**src/rtl/nn_mem_seq_ctrl.sv**
```systemverilog
// nn_mem_seq_ctrl: sequencer for the dual-port kernel (KMEM) and weight (WMEM)
// memories of the neural-net kernel.
//   learn    : fixed LEARN_CYC-cycle write burst into both memories.
//   classify : KPAIRS x CLASS_CYC read sequence; En/En_first follow the issued
//              reads by RD_LAT cycles to qualify data at the memory outputs.
// Ports:
//   clk, rst (async, active-low)
//   learn, classify  start requests, sampled only while idle (learn wins)
//   abort            terminate the current operation, no done pulse
//   KMEM_* / WMEM_*  addresses and active-low WEB/OEB/CSB per memory port
//   En, En_first     read-data valid / first weight of a kernel pair
//   busy, done       operation in progress / one-cycle completion pulse
module nn_mem_seq_ctrl #(
  parameter int unsigned ADDR_W    = 5,
  parameter int unsigned LEARN_CYC = 4,
  parameter int unsigned KPAIRS    = 1,
  parameter int unsigned CLASS_CYC = 4,
  parameter int unsigned RD_LAT    = 1
) (
  input  logic              clk,
  input  logic              rst,
  input  logic              learn,
  input  logic              classify,
  input  logic              abort,
  output logic [ADDR_W-1:0] KMEM_A1,
  output logic [ADDR_W-1:0] KMEM_A2,
  output logic [ADDR_W-1:0] WMEM_A1,
  output logic [ADDR_W-1:0] WMEM_A2,
  output logic              KMEM_WEB1,
  output logic              KMEM_OEB1,
  output logic              KMEM_CSB1,
  output logic              KMEM_WEB2,
  output logic              KMEM_OEB2,
  output logic              KMEM_CSB2,
  output logic              WMEM_WEB1,
  output logic              WMEM_OEB1,
  output logic              WMEM_CSB1,
  output logic              WMEM_WEB2,
  output logic              WMEM_OEB2,
  output logic              WMEM_CSB2,
  output logic              En,
  output logic              En_first,
  output logic              busy,
  output logic              done
);

  localparam int unsigned CW = (LEARN_CYC > 1) ? $clog2(LEARN_CYC) : 1;
  localparam int unsigned PW = (KPAIRS    > 1) ? $clog2(KPAIRS)    : 1;
  localparam int unsigned RW = (CLASS_CYC > 1) ? $clog2(CLASS_CYC) : 1;
  localparam int unsigned DW = (RD_LAT    > 1) ? $clog2(RD_LAT)    : 1;
  // Pipeline depth kept legal even for an illegal RD_LAT so the error below is reported cleanly
  localparam int unsigned PL = (RD_LAT    > 0) ? RD_LAT            : 1;

  // Elaboration-time parameter checks
  if (64'(2 * LEARN_CYC) > (64'(1) << ADDR_W)) begin : g_chk_learn
    $error("nn_mem_seq_ctrl: 2*LEARN_CYC exceeds the address space");
  end
  if (64'(2 * KPAIRS) > (64'(1) << ADDR_W)) begin : g_chk_kpairs
    $error("nn_mem_seq_ctrl: 2*KPAIRS exceeds the address space");
  end
  if (64'(KPAIRS * CLASS_CYC) > (64'(1) << ADDR_W)) begin : g_chk_class
    $error("nn_mem_seq_ctrl: KPAIRS*CLASS_CYC exceeds the address space");
  end
  if (RD_LAT < 1) begin : g_chk_lat
    $error("nn_mem_seq_ctrl: RD_LAT must be at least 1");
  end

  typedef enum logic [1:0] {
    S_IDLE     = 2'd0,
    S_LEARN    = 2'd1,
    S_CLASSIFY = 2'd2,
    S_DRAIN    = 2'd3
  } state_e;

  state_e          state_q, state_d;
  logic [CW-1:0]   c_q, c_d;
  logic [PW-1:0]   p_q, p_d;
  logic [RW-1:0]   r_q, r_d;
  logic [DW-1:0]   d_q, d_d;
  logic [PL-1:0]   vld_q, vld_d;
  logic [PL-1:0]   fst_q, fst_d;

  logic            c_last, p_last, r_last, d_last;
  logic            push_v, push_f;

  assign c_last = (c_q == CW'(LEARN_CYC - 1));
  assign p_last = (p_q == PW'(KPAIRS - 1));
  assign r_last = (r_q == RW'(CLASS_CYC - 1));
  assign d_last = (d_q == DW'(RD_LAT - 1));

  // State, counters and read-valid pipeline
  always_ff @(posedge clk or negedge rst) begin
    if (!rst) begin
      state_q <= S_IDLE;
      c_q     <= '0;
      p_q     <= '0;
      r_q     <= '0;
      d_q     <= '0;
      vld_q   <= '0;
      fst_q   <= '0;
    end else begin
      state_q <= state_d;
      c_q     <= c_d;
      p_q     <= p_d;
      r_q     <= r_d;
      d_q     <= d_d;
      vld_q   <= vld_d;
      fst_q   <= fst_d;
    end
  end

  // Next-state, counter and pipeline update
  always_comb begin
    state_d = state_q;
    c_d     = c_q;
    p_d     = p_q;
    r_d     = r_q;
    d_d     = d_q;
    push_v  = 1'b0;
    push_f  = 1'b0;
    vld_d   = '0;
    fst_d   = '0;

    unique case (state_q)
      S_IDLE: begin
        if (learn) begin
          state_d = S_LEARN;
        end else if (classify) begin
          state_d = S_CLASSIFY;
        end
      end
      S_LEARN: begin
        if (c_last) begin
          c_d     = '0;
          state_d = S_IDLE;
        end else begin
          c_d = c_q + CW'(1);
        end
      end
      S_CLASSIFY: begin
        push_v = 1'b1;
        push_f = (r_q == '0);
        if (r_last) begin
          r_d = '0;
          if (p_last) begin
            p_d     = '0;
            state_d = S_DRAIN;
          end else begin
            p_d = p_q + PW'(1);
          end
        end else begin
          r_d = r_q + RW'(1);
        end
      end
      S_DRAIN: begin
        if (d_last) begin
          d_d     = '0;
          state_d = S_IDLE;
        end else begin
          d_d = d_q + DW'(1);
        end
      end
      default: state_d = S_IDLE;
    endcase

    // Stage 0 takes this cycle's issue; stage PL-1 lines up with the read data
    vld_d[0] = push_v;
    fst_d[0] = push_f;
    for (int i = 1; i < int'(PL); i++) begin
      vld_d[i] = vld_q[i-1];
      fst_d[i] = fst_q[i-1];
    end

    if (abort && (state_q != S_IDLE)) begin
      state_d = S_IDLE;
      c_d     = '0;
      p_d     = '0;
      r_d     = '0;
      d_d     = '0;
      vld_d   = '0;
      fst_d   = '0;
    end
  end

  // Memory control decode; idle values double as the chip-select gating
  always_comb begin
    KMEM_A1   = '0;
    KMEM_A2   = '0;
    WMEM_A1   = '0;
    WMEM_A2   = '0;
    KMEM_WEB1 = 1'b1;
    KMEM_OEB1 = 1'b1;
    KMEM_CSB1 = 1'b1;
    KMEM_WEB2 = 1'b1;
    KMEM_OEB2 = 1'b1;
    KMEM_CSB2 = 1'b1;
    WMEM_WEB1 = 1'b1;
    WMEM_OEB1 = 1'b1;
    WMEM_CSB1 = 1'b1;
    WMEM_WEB2 = 1'b1;
    WMEM_OEB2 = 1'b1;
    WMEM_CSB2 = 1'b1;
    done      = 1'b0;

    unique case (state_q)
      S_LEARN: begin
        KMEM_CSB1 = 1'b0;
        KMEM_WEB1 = 1'b0;
        KMEM_A1   = ADDR_W'(c_q);
        WMEM_CSB1 = 1'b0;
        WMEM_WEB1 = 1'b0;
        WMEM_CSB2 = 1'b0;
        WMEM_WEB2 = 1'b0;
        WMEM_A1   = ADDR_W'(c_q) << 1;
        WMEM_A2   = (ADDR_W'(c_q) << 1) + ADDR_W'(1);
        done      = c_last && !abort;
      end
      S_CLASSIFY: begin
        KMEM_CSB1 = 1'b0;
        KMEM_OEB1 = 1'b0;
        KMEM_CSB2 = 1'b0;
        KMEM_OEB2 = 1'b0;
        KMEM_A1   = ADDR_W'(p_q) << 1;
        KMEM_A2   = (ADDR_W'(p_q) << 1) + ADDR_W'(1);
        WMEM_CSB1 = 1'b0;
        WMEM_OEB1 = 1'b0;
        WMEM_A1   = (ADDR_W'(p_q) * ADDR_W'(CLASS_CYC)) + ADDR_W'(r_q);
      end
      S_DRAIN: begin
        done = d_last && !abort;
      end
      default: ;
    endcase
  end

  assign busy     = (state_q != S_IDLE);
  assign En       = vld_q[PL-1];
  assign En_first = fst_q[PL-1];

endmodule
```
**config.mk**
```make
export PLATFORM = sky130hd
export DESIGN_NAME = nn_mem_seq_ctrl
export DESIGN_NICKNAME = d
export VERILOG_FILES = /design/src/rtl/nn_mem_seq_ctrl.sv
export SDC_FILE = /design/constraint.sdc
export NUM_CORES = 1
export LEC_CHECK = 0
export ABC_AREA = 1
export BUFFER_PORTS_ARGS = -buffer_cell sky130_fd_sc_hd__buf_2
export CAP_MARGIN = 20
export CORE_ASPECT_RATIO = 0.8
export CORE_MARGIN = 3
export CORE_UTILIZATION = 40
export CTS_CLUSTER_SIZE = 25
export DETAILED_ROUTE_END_ITERATION = 10
export GPL_TIMING_DRIVEN = 1
export PLACE_DENSITY_LB_ADDON = 0.25
export SLEW_MARGIN = 20
export SYNTH_ARGS = -nofsm -noshare
export SYNTH_HDL_FRONTEND = slang
export SYNTH_SLANG_ARGS = --single-unit
```
**constraint.sdc**
```tcl
create_clock -name clk -period 1.5 [get_ports clk]
set_input_delay 0 -clock clk [delete_from_list [all_inputs] [get_ports clk]]
set_output_delay 0 -clock clk [all_outputs]
set_load 0.01 [all_outputs]
```
==> qor.txt, run 1 <==
Clock Root Buffer: clkbuf_4
Setup TNS Final: 0 ns
Initial core utilization: 45.1%
Die Y: 45.4 µm
Total Wirelength: 1540 µm
YS warnings: 0
Initial antenna violation count: 0
Post-synth top area share: 25.8%
Crit. End Element: output port
Final worst path period share: 93.4%
Worst skew pair latency: 0.26 ns
Rows: 13
VDD IR max: 816 µV
Mapped Area: 777 µm²
Synth Area in XOR/XNOR: 0%
Static Leakage: 0.526 nW
RSZ-0062 raised after global routing: no
Clock tree buffer depth: 2
Post-synth EDFFs: 0
Main synth FF type: dfrtp_1
CTS Buf Count: 3
Power Dens Cells: 1980 nW/µm²
Crit path time final: 1.40 ns
Top post-synthesis cells by count: buf_4, nand2_1, inv_1, nor2_1
Layout Nets: 142
Final std cells w/o fill: 149
Largest net degree at the start of global routing: 9
Sequential element share of the synthesized area: 25.8%
Inst Count DP: 145
Finished Core Util: 50.4%
Path type of the worst setup path: reg -> out
Total GRT Usage: 12.9%
CTS sink count: 8
Adder-cell share of the synthesized area: 12.9%
Total power: 1.72 mW
Reg2reg setup slack: 0.15 ns
Syn-to-layout area delta: 11.8%
CP max FO: 4
Synth Register Bits: 8
FMAX: 714 MHz
Drt first pass iters: 4
Status: complete, no violations
TritonCTS clock tree: built
First-pass GRT wire length: 2360 µm
Via density: 4.21
Post-CTS Setup Bufs: 0
PnR worst setup slack: 0.0990 ns
Worst hold slack: 0.0985 ns
Req. time, crit path: 1.50 ns
Buf/Inv on CP: 3
Residual DRC: 0
N_diodes: 0
Vias in the first global route: 524
Final Max Tran Viols: 0
Synth cell types: 17
Family with the most delay on the worst path: flip-flops
Die width: 55.3 µm
Crit-path max cell delay: 0.38 ns
Final ANT Viol Nets: 0
Count leader, synth: buf_4
Total gr overflow: 0
Die ar.: 2510 µm²
Core Region: 1720 µm²
Cell count after synthesis: 106
Worst Skew: 0.00462 ns
DR vias: 628
Final Hold Vio Count: 0
Mux cell area share after synthesis: 0%
CTS clk-pin slew, worst paths: 0.06 ns
H-tree depth: 1
Design Area, Final: 868 µm²
Drt wl/cell: 10.3 µm
Largest family of logic cells by synthesized area: buffers and inverters
Biggest area consumer among synthesized cells: dfrtp_1
Number of setup violations in the final report: 0
Layout cell share with drive strength beyond 1: 33.9%
Place WS: 0.133 ns
Syn avg cell area: 7.33 µm²
Worst path slowest cell: dfrtp_1
Worst min path class: in -> reg
Initial detailed-routing violation count: 16
Critical Path AT: 1.40 ns
I/O pin cnt: 41
HPWL after DPL: 1290 µm
CP Cell Sequence: inv_2 > ha_1 > inv_1 > nor3_1 > buf_2
DP Area: 823 µm²
Port Buffers: 27
Startpoint types: flip-flop
Placer Congestion: 0.895
Post-Synth Simple-Gate Area: 22.9%
Max-Cap Viols: 0
Leading post-synthesis cells by cell area: dfrtp_1, buf_4, ha_1
Ys async rst share: 100%
Compound-Gate Fraction of Synth Area: 6.12%
## cell families after synthesis
logic type      after synthesis
buf+inv                      41
simple gates                 39
compound gates                8
fa+ha+maj                     8
flops                         8
other cells                   2
## layout make-up
class	instances	area, µm²
well taps	22	27.5
multi-input cells	68	387
clock buffers	3	22.5
inverters	17	63.8
flip-flops and latches	8	200
fillers	178	856
repair buffers	31	168
## power breakdown
group / switching, mW / leakage, nW / internal (mW)
Combinational: 0.729 / 0.409 / 0.456
Sequential: 0.0579 / 0.103 / 0.311
Clock: 0.0760 / 0.0138 / 0.0917
Total: 0.863 / 0.526 / 0.858
## placed cells by master, fill, tap and decap left out, drive strengths merged
cell	synthesis	layout
nand2	18	18
buf	24	30
dfrtp	8	8
nor2	12	12
nand3	6	6
inv	17	17
nor3	1	1
o21ai	6	6
clkbuf	0	3
dlygate4sd3	0	1
conb	2	13
ha	8	8
nand4	2	2
a21oi	2	2
## layer usage
metal	track usage, %	vias up	share of wire [%]
met5	0	-	0
met4	5.83	0	1.1
met3	6.52	3	9.8
met2	19.3	27	46
met1	15.6	270	43
li1	-	328	-
## registers in the layout, summed over array words and instances (netlist names)
register / flops
En: 1
En_first: 1
c_q: 2
r_q: 2
state_q: 2
## worst paths after layout
path	startpoint	to	cells after the start
max reg2reg	state_q[1]$_DFFE_PN0P_	state_q[1]$_DFFE_PN0P_	8
min reg2reg	c_q[1]$_DFFE_PN0P_	c_q[1]$_DFFE_PN0P_	2
max	state_q[1]$_DFFE_PN0P_	WMEM_A1[0]	5
max in group asynchronous	rst	En_first$_DFF_PN0_	2
min	abort	En$_DFF_PN0_	4
min in group asynchronous	rst	c_q[0]$_DFFE_PN0P_	2
## tightest hold or removal path: stages
cell and delay (ns):
buf_2 0.15, inv_2 0.06, nor2_2 0.04, nor2_1 0.07
## timing repair
item	CTS	global route
hold buffers	1	0
hold endpoints to repair	8	0
setup endpoints to repair	0	10
resized for setup	0	4
(Power assumes the default switching activity.)
==> run 2: changes to the inputs <==
--- a/config.mk
+++ b/config.mk
@@ -6,7 +6,7 @@
 export NUM_CORES = 1
 export LEC_CHECK = 0
 export ABC_AREA = 1
-export BUFFER_PORTS_ARGS = -buffer_cell sky130_fd_sc_hd__buf_2
+export BUFFER_PORTS_ARGS = -buffer_cell sky130_fd_sc_hd__buf_4
 export CAP_MARGIN = 20
 export CORE_ASPECT_RATIO = 0.8
 export CORE_MARGIN = 3
@@ -15,6 +15,7 @@
 export DETAILED_ROUTE_END_ITERATION = 10
 export GPL_TIMING_DRIVEN = 1
 export PLACE_DENSITY_LB_ADDON = 0.25
+export RECOVER_POWER = 100
 export SLEW_MARGIN = 20
 export SYNTH_ARGS = -nofsm -noshare
 export SYNTH_HDL_FRONTEND = slang
==> qor.txt, run 2 (synthesized netlist as in run 1, its figures left out) <==
Total Wirelength: 1530 µm (-0.33%)
CTS sink count: 8 (unchanged)
Worst path slowest cell: dfrtp_1
Port Buffers: 27 (unchanged)
Drt wl/cell: 10.2 µm (-0.99%)
Final Hold Vio Count: 0 (unchanged)
Status: complete, no violations
Static Leakage: 0.536 nW (+1.9%)
Total power: 1.88 mW (+8.9%)
First-pass GRT wire length: 2380 µm (+0.89%)
CTS clk-pin slew, worst paths: 0.06 ns (about the same)
Die width: 55.3 µm (unchanged)
CP max FO: 4 (unchanged)
Layout cell share with drive strength beyond 1: 34.4% (+0.52 points)
Number of fill cells in the layout: 197 (+11%)
Reg2reg setup slack: 0.16 ns (about the same)
Initial antenna violation count: 0 (unchanged)
Crit path time final: 1.43 ns (+0.0281 ns)
Startpoint types: flip-flop
Most frequent cells in the layout: buf_4, nand2_1, inv_1, conb_1, nor2_1
Max-Cap Viols: 0 (unchanged)
Rows: 13 (unchanged)
Clock Root Buffer: clkbuf_4
Worst min path class: in -> reg
TritonCTS clock tree: built
Final ANT Viol Nets: 0 (unchanged)
FMAX: 700 MHz (-2.0%)
VDD IR max: 1190 µV (+45%)
Worst skew pair latency: 0.25 ns (about the same)
DP Area: 891 µm² (+8.2%)
CP Cell Sequence: inv_2 > ha_1 > inv_1 > nor3_2 > buf_4
Storage cell area: 200 µm² (unchanged)
CTS Buf Count: 3 (unchanged)
Worst Skew: 0.00455 ns (-0.0000704 ns)
Initial detailed-routing violation count: 7 (-9)
FF-to-FF Start: state_q[1]$_DFFE_PN0P_
HPWL after DPL: 1290 µm (about the same)
Hold endpoint: En$_DFF_PN0_
RSZ-0062 raised after global routing: yes
Largest registers: c_q: 2 flops, r_q: 2 flops, state_q: 2 flops
N_diodes: 0 (unchanged)
Syn-to-layout area delta: 21.3%
Crit. End Element: output port
Path type of the worst setup path: reg -> out
Via density: 4.18 (-0.82%)
Hold Crit Start: abort
DR vias: 627 (-0.16%)
Vias in the first global route: 525 (+0.19%)
Total GRT Usage: 12.4% (-0.49 points)
Final std cells w/o fill: 150 (+0.67%)
Worst hold path depth: 4 (unchanged)
Die ar.: 2510 µm² (unchanged)
I/O pin cnt: 41 (unchanged)
Placer Congestion: 0.876 (-2.1%)
Worst hold slack: 0.0860 ns (-0.0125 ns)
Largest net degree at the start of global routing: 9 (unchanged)
Final Max Tran Viols: 0 (unchanged)
Most common cell after layout, fill and taps aside: buf_4
Crit-path max cell delay: 0.39 ns (about the same)
Area of the multi-input gates: 397 µm² (+2.6%)
Critical Path AT: 1.43 ns (+0.03 ns)
Residual DRC: 0 (unchanged)
Number of setup violations in the final report: 0 (unchanged)
Design Area, Final: 942 µm² (+8.5%)
Total gr overflow: 0 (unchanged)
Power Dens Cells: 1990 nW/µm² (+0.39%)
Inst Count DP: 145 (unchanged)
Clock tree buffer depth: 2 (unchanged)
Req. time, crit path: 1.50 ns (about the same)
Worst r2r dst: state_q[1]$_DFFE_PN0P_
Drt first pass iters: 4 (unchanged)
Final worst path period share: 95.3% (+1.9 points)
H-tree depth: 1 (unchanged)
Initial core utilization: 45.1% (unchanged)
Core Region: 1720 µm² (unchanged)
R2R depth: 8 (unchanged)
Die Y: 45.4 µm (unchanged)
Layout Nets: 143 (+0.70%)
==> run 2: final cells by class <==
cell class	instances	share of cell area [%]
Sequential cell	8	21.2
Inverter	17	6.77
Tap cell	22	2.92
Multi-Input combinational cell	68	42.1
Timing Repair Buffer	32	24.6
Clock buffer	3	2.39
==> run 2: worst max-delay path: cells and delay by family (launching register included) <==
kind	cells	cell delay, ns
fa+ha+maj	1	0.29
buf+inv	3	0.32
flops	1	0.39
simple gates	1	0.17
==> run 2: timing repair <==
item                                    4_1_cts  5_1_grt
hold buffers                                  1        0
endpoints found under the setup margin        2        4
setup buffers                                 1        0
hold endpoints to repair                      8        0
gates resized for setup                       1        6
==> run 2: worst max path at each step <==
stage                                 startpoint                endpoint  slack (ns)  cells past startpoint
final                     state_q[1]$_DFFE_PN0P_              WMEM_A1[0]        0.07                      5
after global routing      state_q[0]$_DFFE_PN0P_              WMEM_A1[1]       -0.02                      6
after CTS                 state_q[1]$_DFFE_PN0P_              WMEM_A1[0]        0.02                      5
after detailed placement  state_q[1]$_DFFE_PN0P_  state_q[1]$_DFFE_PN0P_        0.11                      8
after global placement    state_q[1]$_DFFE_PN0P_  state_q[0]$_DFFE_PN0P_        0.17                      8
after floorplan           state_q[0]$_DFFE_PN0P_  state_q[0]$_DFFE_PN0P_         0.1                      8
==> run 2: power breakdown <==
group          leakage [nW]  switching [mW]  total [mW]  internal, mW
sequential            0.103          0.0576       0.368         0.310
combinational         0.419           0.755        1.34         0.588
clock                0.0138          0.0733       0.165        0.0916
==> run 2: layer usage <==
layer | wire length, µm | track usage (%) | vias up
li1 | - | - | 330
met3 | 101 | 4.82 | 0
met4 | 0 | 2.91 | 0
met2 | 716 | 18.4 | 21
met5 | 0 | 0 | -
met1 | 712 | 17.0 | 276
==> run 2: metrics by stage <==
step,TNS (ns),utilization (%),setup WS (ns)
after global placement,0,51.7,0.168
after global routing,-0.0190,54.6,-0.0178
after floorplan,0,-,0.0967
after CTS,0,54.1,0.0225
after detailed placement,0,51.7,0.105
final,0,54.6,0.0709
